[src/rtl/dot_matrix_scan.sv]
// dot_matrix_scan: column-scan driver for a ROWS x COLS LED dot-matrix panel.
// Holds GLYPHS frames in a writable glyph RAM. Scans one column every DIV
// clocks, blanks the rows for BLANK clocks at each column change to suppress
// ghosting, and only switches glyphs on frame boundaries.
// Optional feature macro: DOT_MATRIX_SCAN_SCROLL_EN adds a scroll_en input and
// a per-frame column offset so the selected glyph scrolls horizontally.
module dot_matrix_scan #(
    parameter int COLS   = 16,
    parameter int ROWS   = 16,
    parameter int GLYPHS = 4,
    parameter int DIV    = 1000,
    parameter int BLANK  = 2
) (
    input  logic                        clock,
    input  logic                        reset,
    input  logic [$clog2(GLYPHS)-1:0]   glyph_sel,
    input  logic                        glyph_req,
    input  logic                        wr_en,
    input  logic [$clog2(GLYPHS)-1:0]   wr_glyph,
    input  logic [$clog2(COLS)-1:0]     wr_col,
    input  logic [ROWS-1:0]             wr_data,
`ifdef DOT_MATRIX_SCAN_SCROLL_EN
    input  logic                        scroll_en,
`endif
    output logic [ROWS-1:0]             Dot_R,
    output logic [$clog2(COLS)-1:0]     Dot_C,
    output logic                        frame_start,
    output logic [$clog2(GLYPHS)-1:0]   cur_glyph
);

    localparam int CW = $clog2(COLS);
    localparam int GW = $clog2(GLYPHS);
    localparam int PW = $clog2(DIV);
    localparam int AW = GW + CW;

    logic [PW-1:0]   pre;
    logic [PW-1:0]   pre_nxt;
    logic [CW-1:0]   col_nxt;
    logic [CW-1:0]   off_nxt;
    logic [GW-1:0]   glyph_nxt;
    logic [GW-1:0]   pend;
    logic            pend_vld;
    logic            col_adv;
    logic            wrap;
    logic [AW-1:0]   rd_addr;

    // Patterns are stored inverted so that a RAM that powers up cleared
    // presents all-ones (LEDs off) until a glyph is written.
    logic [ROWS-1:0] mem_n [0:GLYPHS*COLS-1];

`ifdef DOT_MATRIX_SCAN_SCROLL_EN
    logic [CW-1:0]   off;
`endif

    // Next-state values; the row load uses them so that with BLANK=0 it sees
    // the column and glyph that become current on the same edge.
    always_comb begin
        col_adv   = (pre == PW'(DIV - 1));
        wrap      = col_adv && (Dot_C == CW'(COLS - 1));
        pre_nxt   = col_adv ? '0 : pre + 1'b1;
        col_nxt   = col_adv ? Dot_C + 1'b1 : Dot_C;
        glyph_nxt = (wrap && pend_vld) ? pend : cur_glyph;
`ifdef DOT_MATRIX_SCAN_SCROLL_EN
        off_nxt   = off;
        if (wrap) begin
            // A glyph switch restarts the new glyph unscrolled.
            if (pend_vld)
                off_nxt = '0;
            else if (scroll_en)
                off_nxt = off + 1'b1;
        end
`else
        off_nxt   = '0;
`endif
        rd_addr   = {glyph_nxt, CW'(col_nxt + off_nxt)};
    end

    // Scan timing, glyph switching and the pending-request slot.
    always_ff @(posedge clock) begin
        if (reset) begin
            pre         <= '0;
            Dot_C       <= '0;
            cur_glyph   <= '0;
            pend        <= '0;
            pend_vld    <= 1'b0;
            frame_start <= 1'b0;
        end else begin
            pre         <= pre_nxt;
            Dot_C       <= col_nxt;
            cur_glyph   <= glyph_nxt;
            frame_start <= wrap;
            // A request on the wrap edge survives into the next frame.
            if (glyph_req) begin
                pend     <= glyph_sel;
                pend_vld <= 1'b1;
            end else if (wrap) begin
                pend_vld <= 1'b0;
            end
        end
    end

`ifdef DOT_MATRIX_SCAN_SCROLL_EN
    // Horizontal scroll offset, advanced once per frame.
    always_ff @(posedge clock) begin
        if (reset)
            off <= '0;
        else
            off <= off_nxt;
    end
`endif

    // Row drive: blank early in each column, then load and hold the pattern.
    always_ff @(posedge clock) begin
        if (reset)
            Dot_R <= '1;
        else if (int'(pre_nxt) < BLANK)
            Dot_R <= '1;
        else if (int'(pre_nxt) == BLANK)
            Dot_R <= ~mem_n[rd_addr];
    end

    // Glyph RAM write port; the row load above reads the pre-write contents.
    always_ff @(posedge clock) begin
        if (wr_en)
            mem_n[{wr_glyph, wr_col}] <= ~wr_data;
    end

endmodule
[config.mk]
export PLATFORM = sky130hd
export DESIGN_NAME = dot_matrix_scan
export DESIGN_NICKNAME = d
export VERILOG_FILES = /design/src/rtl/dot_matrix_scan.sv
export SDC_FILE = /design/constraint.sdc
export NUM_CORES = 1
export LEC_CHECK = 0
export ABC_AREA = 1
export CELL_PAD_IN_SITES_DETAIL_PLACEMENT = 0
export CELL_PAD_IN_SITES_GLOBAL_PLACEMENT = 2
export CORE_UTILIZATION = 46
export DETAILED_ROUTE_END_ITERATION = 8
export PLACE_DENSITY = 0.88
export SYNTH_ARGS = -nofsm -noshare
export SYNTH_HDL_FRONTEND = slang
export SYNTH_SLANG_ARGS = --single-unit
[constraint.sdc]
create_clock -name clock -period 6.2 [get_ports clock]
set_input_delay 0.62 -clock clock [delete_from_list [all_inputs] [get_ports clock]]
set_output_delay 0.62 -clock clock [all_outputs]
set_load 0.02 [all_outputs]
==> impl_metrics.py, run 1 <==
metrics = {
    "critical_path": {
        "critical-path-max-stage-delay_ns": 0.90,
        "critPathKind": "reg2reg",
        "crit_path_start_kind": "flip-flop",
        "crit_path_end_kind": "flip-flop",
        "cp.required_ns": 6.78,
        "critPathTopFamily": "buffers and inverters",
        "crit_buf_inv": 2,
        "path_common_cell": "nand3_1",
        "worstPathArrival_ns": 4.48,
        "cp_max_fo": 174,
        "cp_cell_sequence": "ha_1 > nand2_1 > nor2_2 > nand3_4 > buf_12 > buf_4 > nand3_1 > nand3_1 > nand3_1 > nand3_1 > nand3_1 > nand2_1 > nand2_1 > nand3_1 > nand2_1",
        "slowest_stage": "buf_4",
    },
    "hold_path": {
        "min_path_type": "reg2reg",
    },
    "pwr": {
        "vdd_ir_drop_max_mv": 0.244,
        "total_power_uw": 14800,
        "power_density_nw_per_um2": 302,
        "p_leak_uw": 0.0170,
    },
    "global_route": {
        "first_global_vias": 27930,
        "grt_overflow": 0,
        "grt_pass1_wl_mm": 189,
        "grt_max_degree": 190,
        "track_usage": 0.268,
        "antenna_found_initial": 4,
    },
    "drt": {
        "viasPerCell": 5.94,
        "ant_nets": 0,
        "first_iter_violations": 3773,
        "drt_wl_total_mm": 128,
        "first_pass_iters": 6,
        "vias": 29823,
        "drc": 0,
        "wl_per_cell_um": 25.5,
    },
    "yosys": {
        "ys_warn_count": 0,
        "async_reset_ff_frac": 0,
        "yosysMostFrequentCell": "nand3_1",
        "syn-num-nets": 3698,
        "synth_common_cells": "1474 x nand3_1, 1024 x edfxtp_1, 648 x nand2_1, 192 x buf_2, 81 x nor2_1",
        "yosys.area.top_type": "edfxtp_1",
        "synthTopCellsByArea": "edfxtp_1 70%, nand3_1 17%, nand2_1 5.6%",
        "syn_area_per_cell_sq_um": 11.9,
        "synth-edff-count": 1024,
        "netlist_instances": 3668,
        "ys_ff_latch": 1060,
        "yosys.cell_types.count": 34,
        "synth_ff_type": "edfxtp_1",
        "netlist_area_sq_um": 43700,
        "ys_seq_area_frac": 0.720,
        "yosys.area.top_type_share": 0.703,
    },
    "timing": {
        "skew_ns": 0.0449,
        "hold_violations": 0,
        "finalMaxSlewViolations": 0,
        "rsz0062_at_grt": "false",
        "finalSetupTns_ns": 0,
        "fmax_mhz": 257,
        "tightest_slew_ns": 1.25,
        "finalCriticalPeriod_ns": 3.90,
        "setup_viol": 0,
        "slew-limit-headroom": 0.167,
        "hold_slack_ns": 0.470,
        "fin_crit_sh": 0.629,
    },
    "clock_tree": {
        "htreeDepth": 3,
        "clock_path_buffers": 3,
        "cts_root_buf": "clkbuf_16",
        "clk_pin_slew_ns": 0.06,
        "cts_tree": "done",
        "clk_latency_ns": 0.71,
        "numCtsBuffers": 112,
        "postCtsSetupRepairBufs": 0,
        "post_cts_resized": 0,
        "cts_sinks": 1060,
        "hold_buffers": 0,
    },
    "die": {
        "die-area_sq_um": 96300,
        "core_sq_um": 93700,
        "die_h_um": 310,
        "start_util": 0.466,
        "rows": 112,
        "io_pins": 51,
        "die_w_um": 310,
    },
    "place": {
        "place.detailed.hpwl_mm": 67.0,
        "io_buffer_count": 50,
        "gp_congestion": 0.819,
        "place_inst": 4809,
    },
    "cells_and_area": {
        "fin_util": 0.525,
        "nets": 3699,
        "antennaDiodeCount": 0,
        "stdcell_count": 5020,
        "area_delta_synth_final_pct": 12.5,
        "drive_gt1_frac": 0.0866,
        "nFillCells": 8063,
    },
    "run_status": {
        "status": "finished clean",
    },
    "flow_run": {
        "maxCapViolCount": 0,
    },
}
## cell type report
| cell class | instances | area, sq um | area share |
|---|---|---|---|
| Sequential cell | 1060 | 31500 | 0.640 |
| Multi-Input combinational cell | 2278 | 10800 | 0.219 |
| Clock buffer | 141 | 2970 | 0.0604 |
| Tap cell | 1254 | 1570 | 0.0319 |
| Timing Repair Buffer | 166 | 1530 | 0.0312 |
| Clock inverter | 70 | 662 | 0.0135 |
| Inverter | 51 | 191 | 0.00389 |
## cell families after synthesis
| group | count (synthesis) | synth area share |
|---|---|---|
| AND/OR/NAND/NOR | 2245 | 0.238 |
| buffers and inverters | 330 | 0.0371 |
| XOR/XNOR | 4 | 0.000973 |
| flip-flops | 1060 | 0.720 |
| AO/OA/AOI/OAI | 27 | 0.00352 |
| adder cells (fa/ha/maj) | 2 | 0.000572 |
## cell usage in the layout, fill, tap and decap left out, drive strengths merged
cell,n
or2,2
inv,58
clkinv,52
o21ai,6
a211oi,1
clkbuf,141
ha,2
bufinv,10
nor3,7
clkinvlp,1
o21bai,1
o211ai,1
buf,116
dfxtp,36
edfxtp,1024
nand2,652
nor4,9
nand3,1476
nor2,84
nand3b,1
clkdlybuf4s50,50
xor2,4
a21oi,18
nand4,14
## worst register-to-register path: stages (launching register included)
cell     delay, ns
dfxtp_1       0.35
ha_1          0.23
nand2_1       0.14
nor2_2        0.09
nand3_4       0.21
buf_12        0.62
buf_4         1.06
nand3_1       0.24
nand3_1       0.14
nand3_1       0.10
nand3_1       0.16
nand3_1       0.12
nand2_1       0.17
nand2_1       0.08
nand3_1       0.07
nand2_1       0.05
## sequential cells by signal, summed over array words and instances, names as in the netlist
signal / flops
pend: 2
Dot_C: 4
pend_vld: 1
cur_glyph: 2
mem_n: 1024
frame_start: 1
Dot_R: 16
pre: 10
## metrics by stage
stage	setup slack, ns	cell area [sq um]
5_1_grt	2.03	49200
3_5_place_dp	2.36	45500
2_1_floorplan	3.03	43700
6_report	2.30	49200
4_1_cts	2.36	49200
3_3_place_gp	2.41	45500
## worst paths after layout
path	startpoint	end	slack [ns]	cells past startpoint
worst min-delay path	pend[0]	pend[0]	0.47	2
worst max-delay path	pre[0]	Dot_R[7]	2.30	15
worst max register to register	pre[0]	Dot_R[7]	2.30	15
worst min register to register	pend[0]	pend[0]	0.47	2
## report_power, final
part,switching (uW),internal (uW)
combinational,239,58.0
clock,2790,3820
sequential,26.9,7910
## layer usage
metal  share of wire  up-vias  track usage
met4           0.034        0       0.0966
li1                -    13422            -
met3           0.076      194       0.0343
met5               0        -            0
met2            0.47     1258        0.419
met1            0.42    14949        0.386
Power figures use the tool's default switching activity.
==> inputs of run 2 (changes only) <==
--- a/config.mk
+++ b/config.mk
@@ -8,9 +8,9 @@
 export ABC_AREA = 1
 export CELL_PAD_IN_SITES_DETAIL_PLACEMENT = 0
 export CELL_PAD_IN_SITES_GLOBAL_PLACEMENT = 2
-export CORE_UTILIZATION = 46
+export CORE_UTILIZATION = 40
 export DETAILED_ROUTE_END_ITERATION = 8
-export PLACE_DENSITY = 0.88
+export PLACE_DENSITY = 0.81
 export SYNTH_ARGS = -nofsm -noshare
 export SYNTH_HDL_FRONTEND = slang
 export SYNTH_SLANG_ARGS = --single-unit
==> constraint.sdc (replaced) <==
create_clock -name clock -period 3.4 [get_ports clock]
set_input_delay 0.34 -clock clock [delete_from_list [all_inputs] [get_ports clock]]
set_output_delay 0.34 -clock clock [all_outputs]
set_load 0.02 [all_outputs]
==> impl_metrics.py, run 2 (synthesis results as in run 1) <==
metrics = {
    "run_status": {
        "status": "finished clean",
    },
    "die": {
        "die_w_um": 333,
        "die-area_sq_um": 111000,
        "start_util": 0.406,
        "core_sq_um": 108000,
        "rows": 120,
        "io_pins": 51,
        "die_h_um": 333,
    },
    "place": {
        "io_buffer_count": 50,
        "place_inst": 5048,
        "dp_slack_ns": 0.245,
        "place.detailed.hpwl_mm": 81.5,
        "gp_congestion": 0.832,
        "placed_area_sq_um": 46800,
    },
    "global_route": {
        "grt_overflow": 0,
        "grt_max_degree": 122,
        "first_global_vias": 28428,
        "grt_pass1_wl_mm": 200,
        "track_usage": 0.245,
        "antenna_found_initial": 4,
    },
    "timing": {
        "slew-limit-headroom": 0.261,
        "rsz0062_at_grt": "false",
        "setup_ws_ns": 0.207,
        "hold_violations": 0,
        "skew_ns": 0.0374,
        "finalSetupTns_ns": 0,
        "fmax_mhz": 313,
        "finalMaxSlewViolations": 0,
        "setup_viol": 0,
        "finalCriticalPeriod_ns": 3.19,
        "tightest_slew_ns": 1.11,
        "fin_crit_sh": 0.939,
    },
    "cells_and_area": {
        "final_cell_mix": "1474 x nand3_1, 1024 x edfxtp_1, 647 x nand2_1",
        "largest_register": "mem_n",
        "final_area_sq_um": 50300,
        "drive_gt1_frac": 0.105,
        "multi_input_area_sq_um": 10800,
        "reg_top3": "mem_n x1024, Dot_R x16, pre x10",
        "stdcell_count": 5251,
        "area_delta_synth_final_pct": 15.0,
        "largest_reg_flops": 1024,
        "final_common_cell": "nand3_1",
        "ff_latch_area_sq_um": 31500,
        "nFillCells": 9633,
        "nets": 3787,
    },
    "clock_tree": {
        "clk_latency_ns": 0.71,
        "cts_tree": "done",
        "clk_pin_slew_ns": 0.06,
        "numCtsBuffers": 110,
        "htreeDepth": 3,
        "cts_sinks": 1060,
        "clock_path_buffers": 3,
        "cts_root_buf": "clkbuf_16",
    },
    "critical_path": {
        "reg2reg_to": "Dot_R[7]",
        "crit_buf_inv": 2,
        "cp_cell_sequence": "ha_1 > nand2_1 > nor2_2 > nand2_4 > nand2_8 > nand2_8 > inv_1 > buf_4 > nand2_1 > nand3_1 > nand3_1 > nand3_1 > nand3_1 > nand2_1 > nand2_1 > nand3_1 > nand2_1",
        "critPathTopFamily": "simple AND/OR/NAND/NOR gates",
        "crit_path_start_kind": "flip-flop",
        "r2r_start": "pre[0]",
        "path_depth": 17,
        "regToRegSetupSlack_ns": 0.21,
        "critical-path-max-stage-delay_ns": 0.40,
        "worstPathArrival_ns": 3.78,
        "critPathKind": "reg2reg",
        "crit_path_end_kind": "flip-flop",
        "slowest_stage": "dfxtp_1",
        "reg2reg_depth": 17,
        "setup.worst_path.start": "pre[0]",
        "cp_max_fo": 16,
        "endpoint": "Dot_R[7]",
        "cp.required_ns": 3.98,
    },
    "pwr": {
        "p_leak_uw": 0.0174,
        "vdd_ir_drop_max_mv": 0.453,
        "power_density_nw_per_um2": 531,
    },
    "drt": {
        "wl_met1_mm": 57.0,
        "wl_per_cell_um": 26.0,
        "drc": 0,
        "top_layer": "met4",
        "first_iter_violations": 3276,
        "vias": 30017,
        "route.met3.wl_mm": 9.93,
        "dr_wl_met2_mm": 65.1,
        "ant_nets": 0,
        "drt_wl_total_mm": 137,
        "first_pass_iters": 6,
        "viasPerCell": 5.72,
    },
    "hold_path": {
        "min_path_type": "in2reg",
        "hold_start": "glyph_sel[1]",
    },
    "flow_run": {
        "maxCapViolCount": 0,
    },
}
[run 2: per-layer routing]
layer,global-route usage,vias to the layer above
met5,0,-
met4,0.0874,0
met3,0.0339,237
met2,0.397,1211
met1,0.338,14962
li1,-,13607
[run 2: area by class of cell]
type,count,share of cell area
repair buffers,256,0.0523
well taps,1403,0.0349
inverters,51,0.00381
multi-input cells,2278,0.214
flip-flops and latches,1060,0.626
clock buffers,142,0.0576
clock inverters,59,0.0110
diodes,2,0.0000995
[run 2: worst reg2reg max path, cell delays in order (launching register included)]
cell and delay, ns:
dfxtp_1 0.40, ha_1 0.19, nand2_1 0.11, nor2_2 0.22, nand2_4 0.16, nand2_8 0.21, nand2_8 0.20, inv_1 0.18
buf_4 0.22, nand2_1 0.08, nand3_1 0.07, nand3_1 0.18, nand3_1 0.25, nand3_1 0.18, nand2_1 0.20, nand2_1 0.10
nand3_1 0.09, nand2_1 0.05
[run 2: worst min-delay path by stage]
stage,slack [ns],to,depth (start not counted)
4_1_cts,0.18,pend[1],3
2_1_floorplan,0.44,pend[0],2
5_1_grt,0.23,pend[1],3
6_report,0.22,pend[1],3
3_5_place_dp,0.47,pend[0],2
3_3_place_gp,0.47,pend[1],2
[run 2: report_power, final]
group	internal, uW	switching, uW
Clock	6600	5030
Combinational	125	455
Sequential	14400	46.4
[run 2: stage by stage]
step	total power, uW	hold WS (ns)	utilization
after floorplan	14900	0.440	-
after CTS	26900	0.184	0.467
after global routing	27300	0.226	0.467
after detailed placement	15300	0.473	0.435
after global placement	15300	0.468	0.435
final	26700	0.223	0.467
[run 2: repair_timing]
action / CTS / global route
resized for setup: 0 / 1
hold endpoints to repair: 0 / 0
hold buffers: 0 / 0
setup buffers: 0 / 0
endpoints found under the setup margin: 0 / 1
